File: config.mk
export PLATFORM = sky130hd
export DESIGN_NAME = iiitb_bc
export DESIGN_NICKNAME = d
export VERILOG_FILES = /design/src/rtl/iiitb_bc.sv
export SDC_FILE = /design/constraint.sdc
export NUM_CORES = 1
export LEC_CHECK = 0
export CAP_MARGIN = 0
export CORE_AREA = 2 2 39 41
export CTS_BUF_LIST = sky130_fd_sc_hd__clkbuf_16
export DETAILED_ROUTE_END_ITERATION = 8
export DIE_AREA = 0 0 41 43
export GPL_TIMING_DRIVEN = 1
export PLACE_DENSITY = 0.33
export SETUP_SLACK_MARGIN = 0.05
export SLEW_MARGIN = 20
export SYNTH_ARGS = -nofsm -noshare
export SYNTH_HDL_FRONTEND = slang
export SYNTH_SLANG_ARGS = --single-unit
File: constraint.sdc
create_clock -name Clk -period 1.55 [get_ports Clk]
set_input_delay 0.31 -clock Clk [delete_from_list [all_inputs] [get_ports Clk]]
set_output_delay 0.31 -clock Clk [all_outputs]
set_load 0.02 [all_outputs]
File: src/rtl/iiitb_bc.sv
// Free-running up/down binary counter, wraps modulo 2^WIDTH.
// Synchronous active-low reset; Count is the state register itself.
module iiitb_bc #(
  parameter int WIDTH = 4
) (
  input  logic             Clk,
  input  logic             reset,
  input  logic             UpOrDown,
  output logic [WIDTH-1:0] Count
);

  // Plain modular add/sub gives the 15->0 and 0->15 wrap without extra compare logic.
  always_ff @(posedge Clk) begin
    if (!reset) begin
      Count <= '0;
    end else if (UpOrDown) begin
      Count <= Count + WIDTH'(1);
    end else begin
      Count <= Count - WIDTH'(1);
    end
  end

endmodule

==> results by group, run 1 <==
Timing
  • Min cycle time layout: 1.45 ns
  • Endpoints failing hold: 0
  • Fin crit share: 0.936
  • RSZ-0062 raised after global routing: false
  • Post-Route Skew: 0.000688 ns
  • Min Hold Slack: 0.530 ns
  • Fmax: 689 MHz
  • Final Max Slew Viols: 0
  • Setup Viol. Count Final: 0
  • Slew HR: 0.843
  • Worst slew pin tran: 0.235 ns
  • Final setup margin: 0.0989 ns

Logic synthesis
  • Yosys Warn Count: 0
  • Synth Area in Compound Gates: 0.0688
  • Synth area leader: dfxtp_1
  • Register area share after synthesis: 0.400
  • XOR/XNOR share of the synthesized area: 0.0875
  • Cell variety after synth: 12
  • #FFs+latches synth: 4
  • Syn_nets: 25
  • Post-synthesis simple-gate area fraction: 0.181
  • Synthesized-area fraction occupied by adder cells: 0.225
  • Mux contribution to synthesized area: 0
  • Largest family of logic cells by synthesized area: adder cells
  • Post-Syn Area: 200 um2
  • Cells after Synth: 19
  • Synth area leaders: dfxtp_1 40%, ha_1 13%, fa_1 10%
  • Mapped Avg Cell Area: 10.5 um2
  • Share of the synthesized area in the top cell type: 0.400

Floorplanning
  • # rows: 14
  • Initial Util: 0.145
  • IO Count: 7
  • Die area: 1760 um2
  • Core footprint: 1380 um2
  • Die H: 43 um
  • Die W: 41 um

Clock tree
  • Clock Latency Late Sink: 0.22 ns
  • Hold Buf Count CTS: 0
  • CTS Buf Count: 3
  • H-tree Lvls: 1
  • Clock sink count: 4
  • Reg clk slew, reported paths: 0.03 ns
  • CTS root buffer: clkbuf_16
  • CTS tree: yes
  • Clock buffer depth: 2

Final layout
  • Fin area: 387 um2
  • Fill cells: 142
  • Max reg flops: 4
  • Most common cell after layout, fill and taps aside: dfxtp_1
  • Fraction of layout cells with a size suffix above 1: 0.300
  • Antenna diodes: 0
  • Most frequent cells in the layout: 4 x dfxtp_1, 3 x clkbuf_16, 3 x clkdlybuf4s50_1
  • Final nets: 38
  • Non-Filler Instances: 46
  • Top reg by flops: Count
  • Top flop regs: Count x4
  • Area grow syn2layout: 93.1%

Drt
  • Initial DRC Count: 2
  • ANT nets after route: 0
  • Residual DRC count: 0
  • Via count: 168
  • Vias per std cell: 3.65
  • Final WL: 442 um
  • Drt wl/cell: 9.61 um
  • Drt pass-1 iters: 4

Setup path
  • Crit path largest cell delay: 0.60 ns
  • Setup Crit Path Kind: reg2out
  • CP max stage cell: clkdlybuf4s50_1
  • R2R Setup Slk: 0.41 ns
  • WP buf/inv: 1
  • Crit path DAT: 1.14 ns
  • Setup crit end kind: output port
  • Top delay family on crit path: buffers and inverters
  • CP Launch Type: flip-flop
  • Worst EP required: 1.24 ns
  • Crit path cell chain: clkdlybuf4s50_1
  • Crit path max fanout: 2

Power
  • Logic pwr share: 0.230
  • Internal power: 0.000541 W
  • PD cells: 1810 nW/um2
  • Sequential share of power: 0.198
  • Psw: 0.000160 W
  • Maximum vdd drop: 0.681 mV
  • Clock share of power: 0.572
  • Switching share of power: 0.229
  • Leakage Power: 0.192 nW

Place
  • Placed inst area: 295 um2
  • Placed insts: 43
  • RePlAce Congestion: 0.677
  • IO Port Bufs: 6
  • Place WS: -0.233 ns

Run status
  • Outcome: finished clean

GRT
  • Largest net degree at the start of global routing: 4
  • Vias in the first global route: 178
  • Initial antenna violation count: 0
  • GR Util All Layers: 0.0693
  • Total gr overflow: 0
  • First-pass GRT wire length: 710 um

Flow run
  • Max-Cap Viols: 0

Min path
  • HP Class: reg2reg
==> tightest hold or removal path, cell delays in order, from the launching register on <==
cell and delay, ns:
dfxtp_1 0.31, buf_4 0.12, nor2_1 0.04
==> cell usage after synthesis (all sizes together) <==
| cell | instances |
|---|---|
| inv | 2 |
| xnor2 | 1 |
| nor3b | 1 |
| ha | 2 |
| nand3 | 2 |
| a21oi | 2 |
| nor2 | 2 |
| dfxtp | 4 |
| fa | 1 |
| xor2 | 1 |
| and2 | 1 |
==> metrics by stage <==
step / power [W] / utilization / setup TNS, ns
6_report: 0.000701 / 0.279 / 0
2_1_floorplan: 0.000229 / - / 0
5_1_grt: 0.000732 / 0.279 / 0
3_5_place_dp: 0.000298 / 0.213 / -0.507
4_1_cts: 0.000712 / 0.276 / 0
3_3_place_gp: 0.000298 / 0.213 / -0.476
==> path summary, 6_finish.rpt <==
kind | endpoint | startpoint | cells past startpoint
hold reg to reg | Count[0] | Count[0] | 2
setup reg to reg | Count[2] | Count[0] | 4
hold / removal | Count[0] | Count[0] | 2
setup / recovery | Count[0] | Count[0] | 1
==> area by class of cell <==
cell class	count	area, um2	area share
repair buffers	8	78.8	0.204
multi-input cells	13	125	0.324
clock buffers	3	75.1	0.194
flip-flops and latches	4	80.1	0.207
inverters	2	7.51	0.0194
well taps	16	20.0	0.0518
==> layer usage <==
layer	vias to the layer above	wire length (um)	GRT usage
met1	80	176	0.0645
met5	-	0	0
met2	2	241	0.0875
met4	0	11	0.100
met3	2	12	0.0314
li1	84	-	-
==> cells by family (layout without fill, tap and decap cells) <==
kind of cell,count (synthesis),after routing
compound gates,2,2
fa+ha+maj,3,3
simple gates,6,6
xor+xnor,2,2
flops,4,4
buf+inv,2,13
==> timing repair <==
| item | CTS | global route |
|---|---|---|
| gates resized for setup | 2 | 3 |
| buffers inserted | 0 | 0 |
| endpoints found under the hold margin | 0 | 0 |
| setup endpoints to repair | 2 | 4 |
==> power groups by stage <==
stage,clock (W),combinational (W),sequential [W]
CTS,0.000407,0.000165,0.000140
floorplan,0,0.0000669,0.000162
finish,0.000401,0.000161,0.000139
global route,0.000411,0.000179,0.000142
global placement,0,0.000160,0.000138
detailed placement,0,0.000159,0.000138
Note: power is estimated with default switching activity, not from simulation.
==> run 2: changes to the inputs <==
Settings changed: CORE_AREA 2 2 39 41 to 5 5 42 44, DIE_AREA 0 0 41 43 to 0 0 47 49.
==> run 2 against run 1 <==
Sequential share of layout area down 0.26 points. Critical path depth unchanged. First-iteration DRC count down 100%. Combinational power up 4%. Die area up 31%. Clock-buffer cell count unchanged. Hold slack worse by 0.0028 ns. Core utilization about the same. Critical endpoint is now Count[3]. Largest power group unchanged.
==> results by group, run 2 (synthesis results as in run 1) <==
Final layout
  • Max reg flops: 4 (unchanged)
  • Area grow syn2layout: 95.6%
  • Top flop regs: Count x4
  • Fraction of layout cells with a size suffix above 1: 0.323 (+0.0226)
  • Final nets: 39 (+2.6%)
  • Top reg by flops: Count
  • Antenna diodes: 0 (unchanged)
  • Most frequent cells in the layout: 4 x dfxtp_1, 4 x clkdlybuf4s50_1, 3 x clkbuf_16, 3 x buf_4

Timing
  • Final Max Slew Viols: 0 (unchanged)
  • Worst slew pin tran: 0.226 ns (-0.00869 ns)
  • Endpoints failing hold: 0 (unchanged)
  • Setup Viol. Count Final: 0 (unchanged)
  • Min Hold Slack: 0.527 ns (-0.00279 ns)
  • Fin crit share: 0.945 (+0.00902)
  • Slew HR: 0.849 (+0.00580)
  • Post-Route Skew: 0.000874 ns (+0.000186 ns)
  • Fmax: 683 MHz (-0.95%)
  • Min cycle time layout: 1.47 ns (+0.0140 ns)
  • RSZ-0062 raised after global routing: false

Setup path
  • R2R Setup Slk: 0.39 ns (-0.02 ns)
  • Setup crit end kind: output port
  • Crit path largest cell delay: 0.61 ns (about the same)
  • Worst EP required: 1.24 ns (about the same)
  • WP buf/inv: 1 (unchanged)
  • CP Launch Type: flip-flop
  • Crit path cell chain: clkdlybuf4s50_1
  • Setup Crit Path Kind: reg2out
  • Crit path DAT: 1.16 ns (+0.02 ns)
  • Crit path max fanout: 2 (unchanged)
  • CP max stage cell: clkdlybuf4s50_1
  • Top delay family on crit path: buffers and inverters

Drt
  • Final WL: 426 um (-3.6%)
  • Residual DRC count: 0 (unchanged)
  • Initial DRC Count: 0 (-2)
  • ANT nets after route: 0 (unchanged)
  • Via count: 171 (+1.8%)
  • Drt pass-1 iters: 1 (-3)
  • Vias per std cell: 3.64 (-0.38%)
  • Drt wl/cell: 9.06 um (-5.7%)

Power
  • Sequential share of power: 0.197 (about the same)
  • PD cells: 1800 nW/um2 (-0.87%)
  • Switching share of power: 0.225 (-0.00331)
  • Logic pwr share: 0.238 (+0.008)
  • PnR Total Power: 0.000704 W (+0.42%)
  • Maximum vdd drop: 0.632 mV (-7.1%)
  • Psw: 0.000159 W (-1.0%)
  • Internal power: 0.000545 W (+0.85%)
  • Clock share of power: 0.566 (-0.006)
  • Leakage Power: 0.183 nW (-4.5%)

GRT
  • Largest net degree at the start of global routing: 4 (unchanged)
  • Initial antenna violation count: 0 (unchanged)
  • First-pass GRT wire length: 772 um (+8.7%)
  • GR Util All Layers: 0.0508 (-0.0185)
  • Vias in the first global route: 206 (+16%)
  • Total gr overflow: 0 (unchanged)

Floorplanning
  • Initial Util: 0.143 (-0.00181)
  • IO Count: 7 (unchanged)
  • # rows: 14 (unchanged)
  • Die W: 47 um (+15%)
  • Die H: 49 um (+14%)
  • Core footprint: 1400 um2 (+1.3%)
  • Die area: 2300 um2 (+31%)

Clock tree
  • CTS Buf Count: 3 (unchanged)
  • H-tree Lvls: 1 (unchanged)
  • Clock Latency Late Sink: 0.22 ns (about the same)
  • Hold Buf Count CTS: 0 (unchanged)
  • CTS root buffer: clkbuf_16
  • CTS tree: yes
  • Clock buffer depth: 2 (unchanged)
  • Reg clk slew, reported paths: 0.03 ns (about the same)
  • Clock sink count: 4 (unchanged)

Flow run
  • Max-Cap Viols: 0 (unchanged)

Place
  • Detailed Place HPWL: 335 um
  • IO Port Bufs: 6 (unchanged)
  • RePlAce Congestion: 0.729 (+7.6%)

Run status
  • Outcome: finished clean

Min path
  • HP Class: reg2reg
## run 2: power by group through the flow
| stage | Clock, W | Sequential [W] | Combinational, W |
|---|---|---|---|
| after detailed placement | 0 | 0.000138 | 0.000163 |
| after CTS | 0.000405 | 0.000139 | 0.000172 |
| after global routing | 0.000415 | 0.000141 | 0.000187 |
| after global placement | 0 | 0.000137 | 0.000162 |
| final | 0.000398 | 0.000138 | 0.000167 |
| after floorplan | 0 | 0.000162 | 0.0000669 |
## run 2: final timing paths
path	from	end	cells after the start
setup / recovery	Count[3]	Count[3]	1
hold / removal	Count[0]	Count[0]	2
setup reg to reg	Count[0]	Count[1]	3
hold reg to reg	Count[0]	Count[0]	2
## run 2: area by class of cell
| class | count | area, um2 |
|---|---|---|
| Clock buffer | 3 | 75.1 |
| Inverter | 2 | 7.51 |
| Timing Repair Buffer | 9 | 83.8 |
| Fill cell | 151 | 1010 |
| Sequential cell | 4 | 80.1 |
| Multi-Input combinational cell | 13 | 125 |
| Tap cell | 16 | 20.0 |
## run 2: layer usage
metal	up-vias	track usage	part of all wire
met3	0	0.0443	0.13
met4	0	0.0415	0
li1	87	-	-
met2	7	0.0633	0.45
met5	-	0	0
met1	77	0.0509	0.42
## run 2: through the flow
step | util | cells | TNS, ns | instance area [um2] | setup slack, ns
3_3_place_gp | 0.216 | 44 | -0.421 | 303 | -0.193
2_1_floorplan | - | 19 | 0 | 200 | 0.339
4_1_cts | 0.278 | 47 | 0 | 389 | 0.0307
6_report | 0.279 | 47 | 0 | 392 | 0.0850
5_1_grt | 0.279 | 47 | 0 | 392 | 0.0528
3_5_place_dp | 0.216 | 44 | -0.409 | 303 | -0.196
## run 2: worst reg2reg max path, stage by stage, from the launching register on
cell and delay, ns:
dfxtp_1 0.30, buf_4 0.14, fa_1 0.45, and2_1 0.17
## run 2: timing repair
action                     CTS  global route
buffers inserted             0             0
resized for setup            2             2
setup endpoints to repair    2             3
==> run 3: changes to the inputs <==
Settings changed: CTS_BUF_LIST sky130_fd_sc_hd__clkbuf_16 to not set, SETUP_SLACK_MARGIN 0.05 to not set.
==> run 3 against run 2 <==
Flip-flop and latch count unchanged. Cell area decreased by 17%. Critical path depth increased by 5. Register-to-register slack about the same. Hold slack improved by 0.00064 ns. Combinational power decreased by 5%. Non-clock buffer count unchanged. Total power decreased by 40%. Routed wire length decreased by 8.9%. Via count increased by 0.58%. Clock power decreased by 67%. Final cell count unchanged.
==> results by group, run 3 (synthesis results as in run 1) <==
Clock tree
  • Clock sink count: 4 (unchanged)
  • Clock buffer depth: 2 (unchanged)
  • CTS Buf Count: 3 (unchanged)
  • CTS root buffer: clkbuf_4
  • Hold Buf Count CTS: 0 (unchanged)
  • Clock Latency Late Sink: 0.24 ns (+0.02 ns)
  • Reg clk slew, reported paths: 0.04 ns (about the same)
  • H-tree Lvls: 1 (unchanged)
  • Postcts setup bufs: 0 (unchanged)
  • CTS tree: yes

GRT
  • Total gr overflow: 0 (unchanged)
  • Largest net degree at the start of global routing: 4 (unchanged)
  • Initial antenna violation count: 0 (unchanged)
  • First-pass GRT wire length: 710 um (-8.0%)
  • Vias in the first global route: 183 (-11%)
  • GR Util All Layers: 0.0508 (unchanged)

Power
  • PD cells: 1300 nW/um2 (-27%)
  • Maximum vdd drop: 0.323 mV (-49%)
  • Leakage Power: 0.148 nW (-19%)
  • PnR Total Power: 0.000423 W (-40%)

Min path
  • Hold_sp: Count[0]
  • HP Class: reg2reg

Setup path
  • Crit path max fanout: 3 (+1)
  • CP Launch Type: primary input
  • Setup Crit Path Kind: in2reg
  • Worst r2r src: Count[0]
  • Worst EP required: 1.68 ns (+0.44 ns)
  • CP startpoint: UpOrDown
  • Setup crit end kind: flip-flop
  • Crit path DAT: 1.62 ns (+0.46 ns)

Floorplanning
  • # rows: 14 (unchanged)
  • Die area: 2300 um2 (unchanged)
  • IO Count: 7 (unchanged)
  • Core footprint: 1400 um2 (unchanged)
  • Initial Util: 0.143 (unchanged)
  • Die W: 47 um (unchanged)
  • Die H: 49 um (unchanged)

Place
  • IO Port Bufs: 6 (unchanged)
  • RePlAce Congestion: 0.729 (unchanged)
  • Placed insts: 44 (unchanged)
  • Detailed Place HPWL: 335 um (unchanged)
  • Place WS: -0.196 ns (unchanged)

Drt
  • Via count: 172 (+0.58%)
  • Drt pass-1 iters: 1 (unchanged)
  • Vias per std cell: 3.66 (+0.58%)
  • Final WL: 388 um (-8.9%)
  • ANT nets after route: 0 (unchanged)
  • Drt wl/cell: 8.26 um (-8.9%)
  • Residual DRC count: 0 (unchanged)
  • Initial DRC Count: 0 (unchanged)

Final layout
  • Finished Core Util: 0.231 (-0.0482)
  • Most common cell after layout, fill and taps aside: clkdlybuf4s50_1
  • Top flop regs: Count x4
  • Antenna diodes: 0 (unchanged)
  • Area grow syn2layout: 61.9%
  • Top reg by flops: Count
  • Final nets: 39 (unchanged)
  • Storage cell area: 80.1 um2 (unchanged)
  • Fill cells: 163 (+7.9%)
  • Multi-input logic area: 113 um2 (-10%)
  • Fraction of layout cells with a size suffix above 1: 0.258 (-0.0645)
  • Most frequent cells in the layout: 5 x clkdlybuf4s50_1, 4 x dfxtp_1, 3 x clkbuf_4, 3 x buf_4
  • Max reg flops: 4 (unchanged)
  • Non-Filler Instances: 47 (unchanged)

Timing
  • Min cycle time layout: 1.49 ns (+0.0251 ns)
  • RSZ-0062 raised after global routing: true
  • Final Max Slew Viols: 0 (unchanged)
  • Post-Route Skew: 0.00263 ns (+0.00176 ns)
  • Endpoints failing hold: 0 (unchanged)
  • Slew HR: 0.856 (+0.00750)
  • Setup Viol. Count Final: 0 (unchanged)
  • Worst slew pin tran: 0.215 ns (-0.0116 ns)
  • Fmax: 671 MHz (-1.7%)
  • Final setup margin: 0.0598 ns (-0.0251 ns)
  • Fin crit share: 0.961 (+0.0162)

Flow run
  • Max-Cap Viols: 0 (unchanged)

Run status
  • Outcome: finished clean
-- run 3: cell types whose count changed in the layout (fill, tap and decap cells not counted), sizes merged --
cell,change
clkdlybuf4s50,+1
dlymetal6s2s,-1
-- run 3: report_power, final --
| part | switching [W] | total (W) | internal, W |
|---|---|---|---|
| clock network | 0.0000430 | 0.000130 | 0.0000866 |
| registers | 0.0000121 | 0.000136 | 0.000124 |
| logic | 0.0000727 | 0.000158 | 0.0000849 |
| total | 0.000128 | 0.000423 | 0.000295 |
-- run 3: what timing repair did --
| action | 4_1_cts | 5_1_grt |
|---|---|---|
| resized for setup | 1 | 0 |
| endpoints found under the setup margin | 1 | 1 |
| endpoints found under the hold margin | 0 | 0 |
-- run 3: stage by stage --
stage | setup TNS [ns] | hold slack (ns) | cell area [um2]
global route | -0.0232 | 0.564 | 324
finish | 0 | 0.528 | 324
detailed placement | -0.409 | 0.528 | 303
floorplan | 0 | 0.432 | 200
global placement | -0.421 | 0.522 | 303
CTS | 0 | 0.533 | 324
-- run 3: worst paths after layout --
path / endpoint / slack, ns / depth (start not counted)
worst max register to register: Count[1] / 0.39 / 3
worst min register to register: Count[0] / 0.53 / 2
worst max-delay path: Count[3] / 0.06 / 6
worst min-delay path: Count[0] / 0.53 / 2
-- run 3: cell type report --
class	count	area share
timing repair buffer	9	0.251
multi-input combinational	13	0.347
clock buffer	3	0.0695
sequential	4	0.247
inverter	2	0.0232
tap	16	0.0618
-- run 3: layer usage --
metal | vias up | global-route usage | share of wire
li1 | 88 | - | -
met3 | 2 | 0.0554 | 0.11
met1 | 75 | 0.0442 | 0.40
met5 | - | 0 | 0
met4 | 0 | 0.0553 | 0.036
met2 | 7 | 0.0566 | 0.44
-- run 3: worst max-delay path, stage by stage --
cell and delay [ns]:
clkdlybuf4s50_1 0.48, inv_1 0.09, ha_1 0.35, a21oi_2 0.17, nand3_1 0.08, nor3b_2 0.15
